File: config.mk
export PLATFORM = sky130hd
export DESIGN_NAME = mmu_xlate_arbiter
export DESIGN_NICKNAME = d
export VERILOG_FILES = /design/src/rtl/mmu_xlate_arbiter.sv
export SDC_FILE = /design/constraint.sdc
export NUM_CORES = 1
export LEC_CHECK = 0
export CORE_ASPECT_RATIO = 1.1
export CORE_UTILIZATION = 47
export CTS_CLUSTER_DIAMETER = 200
export CTS_CLUSTER_SIZE = 40
export DETAILED_ROUTE_END_ITERATION = 12
export PLACE_DENSITY = 0.81
export SLEW_MARGIN = 25
export SYNTH_ARGS = -nofsm -noshare
export SYNTH_HDL_FRONTEND = slang
export SYNTH_SLANG_ARGS = --single-unit
File: constraint.sdc
create_clock -name clk -period 2.35 [get_ports clk]
set_clock_uncertainty 0.05 [all_clocks]
set_input_delay 0.3525 -clock clk [delete_from_list [all_inputs] [get_ports clk]]
set_output_delay 0.3525 -clock clk [all_outputs]
set_load 0.1 [all_outputs]
File: src/rtl/mmu_xlate_arbiter.sv
// mmu_xlate_arbiter: shares one TLB lookup port between the instruction-fetch
// and data-memory translation requesters. Unmapped segments and user-mode
// kernel-address errors are answered locally in one cycle; mapped segments are
// arbitrated round-robin and sequenced through a request/response TLB lookup.
module mmu_xlate_arbiter #(
    parameter bit WITH_TLB = 1'b1
) (
    input  logic        clk,
    input  logic        rst_n,
    input  logic        user_mode,
    input  logic        kseg0_uncached,
    input  logic [7:0]  asid,
    input  logic        tlb_busy,
    input  logic        i_req,
    input  logic [31:0] i_vaddr,
    output logic        i_ack,
    output logic [31:0] i_paddr,
    output logic        i_uncached,
    output logic        i_refill,
    output logic        i_invalid,
    output logic        i_addr_err,
    input  logic        d_req,
    input  logic [31:0] d_vaddr,
    input  logic        d_we,
    output logic        d_ack,
    output logic [31:0] d_paddr,
    output logic        d_uncached,
    output logic        d_refill,
    output logic        d_invalid,
    output logic        d_modified,
    output logic        d_addr_err,
    output logic        tlb_req,
    output logic [18:0] tlb_vpn2,
    output logic        tlb_odd,
    output logic [7:0]  tlb_asid,
    input  logic        tlb_rsp_valid,
    input  logic        tlb_hit,
    input  logic [19:0] tlb_pfn,
    input  logic        tlb_v,
    input  logic        tlb_d,
    input  logic [2:0]  tlb_c
);

    typedef enum logic [1:0] {IDLE, ISSUE, WAIT, RESP} state_t;

    state_t      state;
    logic        gnt_d;      // 1 = the lookup in flight belongs to D
    logic        rr_d;       // 1 = D won the most recent tie
    logic        cap_we;
    logic [11:0] cap_off;
    logic        cap_hit;
    logic [19:0] cap_pfn;
    logic        cap_v;
    logic        cap_dirty;
    logic [2:0]  cap_c;

    // Local translation for errors, kseg0/kseg1 and (without a TLB) mapped
    // segments. Result is {uncached, paddr}; an address error yields all zeros.
    function automatic logic [32:0] bypass_xlate(input logic [31:0] vaddr,
                                                 input logic        err,
                                                 input logic        k0_unc);
        logic [32:0] r;
        r = {1'b0, vaddr};
        if (err)
            r = '0;
        else if (vaddr[31:29] == 3'b100)
            r = {k0_unc, 3'b000, vaddr[28:0]};
        else if (vaddr[31:29] == 3'b101)
            r = {1'b1, 3'b000, vaddr[28:0]};
        return r;
    endfunction

    // Requester classification; the ack cycle belongs to the finished
    // transaction, so a request is only sampled while ack is low.
    logic i_err, i_kseg, i_mapped, i_sample, i_bypass, i_pend;
    logic d_err, d_kseg, d_mapped, d_sample, d_bypass, d_pend;
    logic [32:0] i_byp_res, d_byp_res;

    assign i_err     = user_mode & i_vaddr[31];
    assign i_kseg    = (i_vaddr[31:30] == 2'b10);
    assign i_mapped  = ~i_err & ~i_kseg;
    assign i_sample  = i_req & ~i_ack;
    assign i_bypass  = i_sample & (i_err | i_kseg | (i_mapped & ~WITH_TLB));
    assign i_pend    = i_sample & i_mapped & WITH_TLB;
    assign i_byp_res = bypass_xlate(i_vaddr, i_err, kseg0_uncached);

    assign d_err     = user_mode & d_vaddr[31];
    assign d_kseg    = (d_vaddr[31:30] == 2'b10);
    assign d_mapped  = ~d_err & ~d_kseg;
    assign d_sample  = d_req & ~d_ack;
    assign d_bypass  = d_sample & (d_err | d_kseg | (d_mapped & ~WITH_TLB));
    assign d_pend    = d_sample & d_mapped & WITH_TLB;
    assign d_byp_res = bypass_xlate(d_vaddr, d_err, kseg0_uncached);

    // Grant selection: on a tie the requester that did not win the last tie goes.
    logic        grant, pick_d;
    logic [31:0] g_vaddr;

    assign pick_d  = d_pend & (~i_pend | ~rr_d);
    assign grant   = (state == IDLE) & ~tlb_busy & (i_pend | d_pend);
    assign g_vaddr = pick_d ? d_vaddr : i_vaddr;

    // Decoded TLB result, presented to the granted requester from RESP.
    logic [31:0] tlb_paddr;
    logic        tlb_unc, tlb_refill, tlb_inval, tlb_modif;

    assign tlb_paddr  = {cap_pfn, cap_off};
    assign tlb_unc    = (cap_c == 3'b010);
    assign tlb_refill = ~cap_hit;
    assign tlb_inval  = cap_hit & ~cap_v;
    assign tlb_modif  = cap_hit & cap_v & cap_we & ~cap_dirty;

    // Lookup sequencer: grant, one-cycle strobe, wait for the result, respond.
    always_ff @(posedge clk or negedge rst_n) begin
        if (!rst_n) begin
            state     <= IDLE;
            gnt_d     <= 1'b0;
            rr_d      <= 1'b0;
            cap_we    <= 1'b0;
            cap_off   <= '0;
            cap_hit   <= 1'b0;
            cap_pfn   <= '0;
            cap_v     <= 1'b0;
            cap_dirty <= 1'b0;
            cap_c     <= '0;
            tlb_req   <= 1'b0;
            tlb_vpn2  <= '0;
            tlb_odd   <= 1'b0;
            tlb_asid  <= '0;
        end else begin
            case (state)
                IDLE: begin
                    if (grant) begin
                        if (i_pend && d_pend)
                            rr_d <= pick_d;
                        gnt_d    <= pick_d;
                        cap_we   <= pick_d & d_we;
                        cap_off  <= g_vaddr[11:0];
                        tlb_vpn2 <= g_vaddr[31:13];
                        tlb_odd  <= g_vaddr[12];
                        tlb_asid <= asid;
                        tlb_req  <= 1'b1;
                        state    <= ISSUE;
                    end
                end
                ISSUE: begin
                    tlb_req <= 1'b0;
                    state   <= WAIT;
                end
                WAIT: begin
                    if (tlb_rsp_valid) begin
                        cap_hit   <= tlb_hit;
                        cap_pfn   <= tlb_pfn;
                        cap_v     <= tlb_v;
                        cap_dirty <= tlb_d;
                        cap_c     <= tlb_c;
                        state     <= RESP;
                    end
                end
                default: begin
                    state <= IDLE;
                end
            endcase
        end
    end

    // I result registers: local answer one cycle after sampling, else TLB result.
    always_ff @(posedge clk or negedge rst_n) begin
        if (!rst_n) begin
            i_ack      <= 1'b0;
            i_paddr    <= '0;
            i_uncached <= 1'b0;
            i_refill   <= 1'b0;
            i_invalid  <= 1'b0;
            i_addr_err <= 1'b0;
        end else begin
            i_ack <= 1'b0;
            if (i_bypass) begin
                i_ack      <= 1'b1;
                i_paddr    <= i_byp_res[31:0];
                i_uncached <= i_byp_res[32];
                i_refill   <= 1'b0;
                i_invalid  <= 1'b0;
                i_addr_err <= i_err;
            end else if (state == RESP && !gnt_d) begin
                i_ack      <= 1'b1;
                i_paddr    <= tlb_paddr;
                i_uncached <= tlb_unc;
                i_refill   <= tlb_refill;
                i_invalid  <= tlb_inval;
                i_addr_err <= 1'b0;
            end
        end
    end

    // D result registers: same as I plus the store-to-clean-page flag.
    always_ff @(posedge clk or negedge rst_n) begin
        if (!rst_n) begin
            d_ack      <= 1'b0;
            d_paddr    <= '0;
            d_uncached <= 1'b0;
            d_refill   <= 1'b0;
            d_invalid  <= 1'b0;
            d_modified <= 1'b0;
            d_addr_err <= 1'b0;
        end else begin
            d_ack <= 1'b0;
            if (d_bypass) begin
                d_ack      <= 1'b1;
                d_paddr    <= d_byp_res[31:0];
                d_uncached <= d_byp_res[32];
                d_refill   <= 1'b0;
                d_invalid  <= 1'b0;
                d_modified <= 1'b0;
                d_addr_err <= d_err;
            end else if (state == RESP && gnt_d) begin
                d_ack      <= 1'b1;
                d_paddr    <= tlb_paddr;
                d_uncached <= tlb_unc;
                d_refill   <= tlb_refill;
                d_invalid  <= tlb_inval;
                d_modified <= tlb_modif;
                d_addr_err <= 1'b0;
            end
        end
    end

endmodule

==> qor.txt <==
port buffer count - 210
cell class contributing the biggest share of worst-path delay - compound AO/OA/AOI/OAI gates
post-DP HPWL - 14900 um
Routability Congestion - 0.887
die span in x - 115 um
endpoint arrival time on the critical path - 2.45 ns
reg2reg start - state[0]
Relative slew margins - 43.6%
Inserted Clock Buffers - 17
final setup fails - 0
Slowest-stage cell, CP - sky130_fd_sc_hd__dfrtp_1
num rows - 45
number of buffer and inverter stages on the critical path - 2
TritonCTS clock tree - done
vias after detailed routing - 6132
startpoint types - flop
area of the core - 0.0138 sq mm
first-pass iteration count of the detailed router - 7
count of mapped cells out of synthesis - 629
critical path endpoint category - flop
maximum level of the CTS H-tree - 4
minimum clock period - 2.22 ns
final setup TNS - 0 ns
Root Driver - sky130_fd_sc_hd__clkbuf_16
least setup slack across all paths after layout - 0.125 ns
critical path launch point - state[0]
average wire per cell in the routed design - 20.1 um
classification of the worst-slack hold path - primary input to asynchronous set/reset pin
post-synth cell types - 37
Fmax - 0.449 GHz
number of design rule violations left after detail routing - 0
clock buffer depth - 2
final net count - 963
netlist area before placement - 0.00662 sq mm
DRT iter0 DRCs - 516
Synth Register Bits - 147
top-level port count - 211
share of post-route cells with drive strength above 1 - 25.2%
GRT Residual Overflow - 0
post-route antenna net violation count - 0
fin crit share - 94.7%
starting utilization of the core area - 48.0%
worst-path cell chain - inv_1, ha_1, nand2b_1, a2111oi_4, or2_4, buf_4, o311ai_0
post-CTS clock slew at the launch and capture registers of the worst setup and hold paths - 0.06 ns
maximum number of pins on one net before global-route repair - 58
Slew Limit Fails - 0
fraction of synthesis flops using an asynchronous set or reset pin - 100%
sinks on the clock net - 147
Die Area - 0.0146 sq mm
via-per-instance ratio - 5.83
warnings from Yosys - 0
Crit path required time - 2.57 ns
Critical Setup Path Class - flop to flop
pre-CTS setup slack - -0.0752 ns
number of synthesized flops with an enable pin - 0
number of global-route vias before repair - 6210
Synth Net Count - 741
most frequently used flop master after synthesis - sky130_fd_sc_hd__dfrtp_1
antenna violations before repair - 0
total routed wirelength - 21100 um
fin util - 69.0%
total count of hold-check failures in the final report - 0
latest clock arrival within the worst-skew pair - 0.43 ns
total routing usage reported by global routing - 30.4%
setup repair after global routing missed its margin - no
total of max-cap violations - 0
Max FO, Critical Path - 12
slew at the pin closest to its max-slew limit - 0.843 ns
count of antenna diodes in the layout - 0
global-route wire length before repair - 33100 um
delay of the slowest critical-path stage - 0.44 ns
portion of the post-synthesis area used by sequential elements - 55.6%
area delta synth->final - 43.9%
average cell area after synthesis - 10.5 sq um
die height - 126 um
run status - completed
## layer usage
layer	vias to the layer above	share of wire (%)	track usage (%)
li1	2713	-	-
met2	347	48	48.2
met3	46	9.6	9.75
met5	-	0	0
met4	0	2.4	12.9
met1	3026	40	38.1
## worst reg2reg max path, cell delays in order, from the launching register on
cell and delay [ns]:
sky130_fd_sc_hd__dfrtp_1 0.44, sky130_fd_sc_hd__inv_1 0.14, sky130_fd_sc_hd__ha_1 0.22, sky130_fd_sc_hd__nand2b_1 0.17
sky130_fd_sc_hd__a2111oi_4 0.40, sky130_fd_sc_hd__or2_4 0.30, sky130_fd_sc_hd__buf_4 0.21, sky130_fd_sc_hd__o311ai_0 0.14
## placed cells by master, fill, tap and decap left out, types with 4 or more instances in the layout
master | netlist | layout
sky130_fd_sc_hd__nor3_1 | 38 | 36
sky130_fd_sc_hd__mux2_1 | 4 | 4
sky130_fd_sc_hd__nand2_1 | 67 | 67
sky130_fd_sc_hd__a21oi_1 | 10 | 9
sky130_fd_sc_hd__ha_1 | 5 | 5
sky130_fd_sc_hd__dfrtp_1 | 147 | 147
sky130_fd_sc_hd__buf_4 | 5 | 139
sky130_fd_sc_hd__nand3_1 | 35 | 35
sky130_fd_sc_hd__mux2_2 | 31 | 31
sky130_fd_sc_hd__clkbuf_16 | 0 | 17
sky130_fd_sc_hd__mux2i_1 | 25 | 25
sky130_fd_sc_hd__buf_12 | 0 | 6
sky130_fd_sc_hd__a31oi_1 | 32 | 32
sky130_fd_sc_hd__o21ai_0 | 98 | 97
sky130_fd_sc_hd__inv_1 | 8 | 8
sky130_fd_sc_hd__nor2_1 | 12 | 11
sky130_fd_sc_hd__clkbuf_8 | 0 | 4
sky130_fd_sc_hd__nand2b_1 | 6 | 5
sky130_fd_sc_hd__a2bb2oi_1 | 39 | 39
sky130_fd_sc_hd__clkinv_2 | 0 | 4
sky130_fd_sc_hd__clkdlybuf4s50_1 | 0 | 105
## kinds of logic after synthesis
kind of cell | after synthesis | share of synthesized area [%]
adder cells (fa/ha/maj) | 5 | 0.946
AND/OR/NAND/NOR | 169 | 11.9
AO/OA/AOI/OAI | 190 | 18.0
flip-flops | 147 | 55.6
buffers and inverters | 57 | 3.74
multiplexers | 60 | 9.74
XOR/XNOR | 1 | 0.132
## worst paths after layout
| check | to | slack [ns] | cells after the start |
|---|---|---|---|
| max | state[0] | 0.13 | 7 |
| min | cap_off[6] | 0.41 | 2 |
| max reg2reg | state[0] | 0.13 | 7 |
| min reg2reg | tlb_asid[4] | 0.44 | 1 |
| max in group asynchronous | tlb_vpn2[8] | 1.14 | 3 |
| min in group clk | tlb_asid[4] | 0.44 | 1 |
## metrics by stage
step | instances | hold slack, ns | area, sq um
after detailed placement | 1018 | 0.295 | 8900
after global placement | 1018 | 0.293 | 8900
final | 1052 | 0.412 | 9520
after CTS | 1051 | 0.418 | 9510
after global routing | 1052 | 0.458 | 9520
after floorplan | 629 | 0.00691 | 6620
## synthesized netlist by cell type, types with 4 or more instances
cell / instances / area (sq um)
sky130_fd_sc_hd__dfrtp_1: 147 / 3680
sky130_fd_sc_hd__o21ai_0: 98 / 490
sky130_fd_sc_hd__nand2_1: 67 / 251
sky130_fd_sc_hd__a2bb2oi_1: 39 / 342
sky130_fd_sc_hd__nor3_1: 38 / 190
sky130_fd_sc_hd__clkbuf_1: 37 / 139
sky130_fd_sc_hd__nand3_1: 35 / 175
sky130_fd_sc_hd__a31oi_1: 32 / 200
sky130_fd_sc_hd__mux2_2: 31 / 349
sky130_fd_sc_hd__mux2i_1: 25 / 250
sky130_fd_sc_hd__nor2_1: 12 / 45.0
sky130_fd_sc_hd__a21oi_1: 10 / 50.1
sky130_fd_sc_hd__inv_1: 8 / 30.0
sky130_fd_sc_hd__buf_2: 6 / 30.0
sky130_fd_sc_hd__nand2b_1: 6 / 37.5
sky130_fd_sc_hd__buf_4: 5 / 37.5
sky130_fd_sc_hd__ha_1: 5 / 62.6
sky130_fd_sc_hd__mux2_1: 4 / 45.0
## area by class of cell
| cell class | instances | area [sq um] |
|---|---|---|
| Timing Repair Buffer | 252 | 2240 |
| Sequential cell | 147 | 3680 |
| Fill cell | 1034 | 4270 |
| Inverter | 8 | 30.0 |
| Clock buffer | 23 | 488 |
| Clock inverter | 9 | 103 |
| Multi-Input combinational cell | 425 | 2750 |
| Tap cell | 188 | 235 |
## sequential cells by signal, indices dropped and copies added, names as in the netlist, 2 cells and up
register and flops:
d_paddr 32, i_paddr 32, cap_pfn 20, tlb_vpn2 19
cap_off 12, tlb_asid 8, cap_c 3, state 2
## timing repair
action | in CTS | in global routing
hold buffers | 1 | 0
buffers inserted | 0 | 1
pin swaps | 0 | 2
hold endpoints to repair | 51 | 0
setup endpoints to repair | 1 | 41
resized for setup | 1 | 3
Power is not shown: default switching activity piles up to over one toggle a cycle in this logic, so the estimate is an artifact.
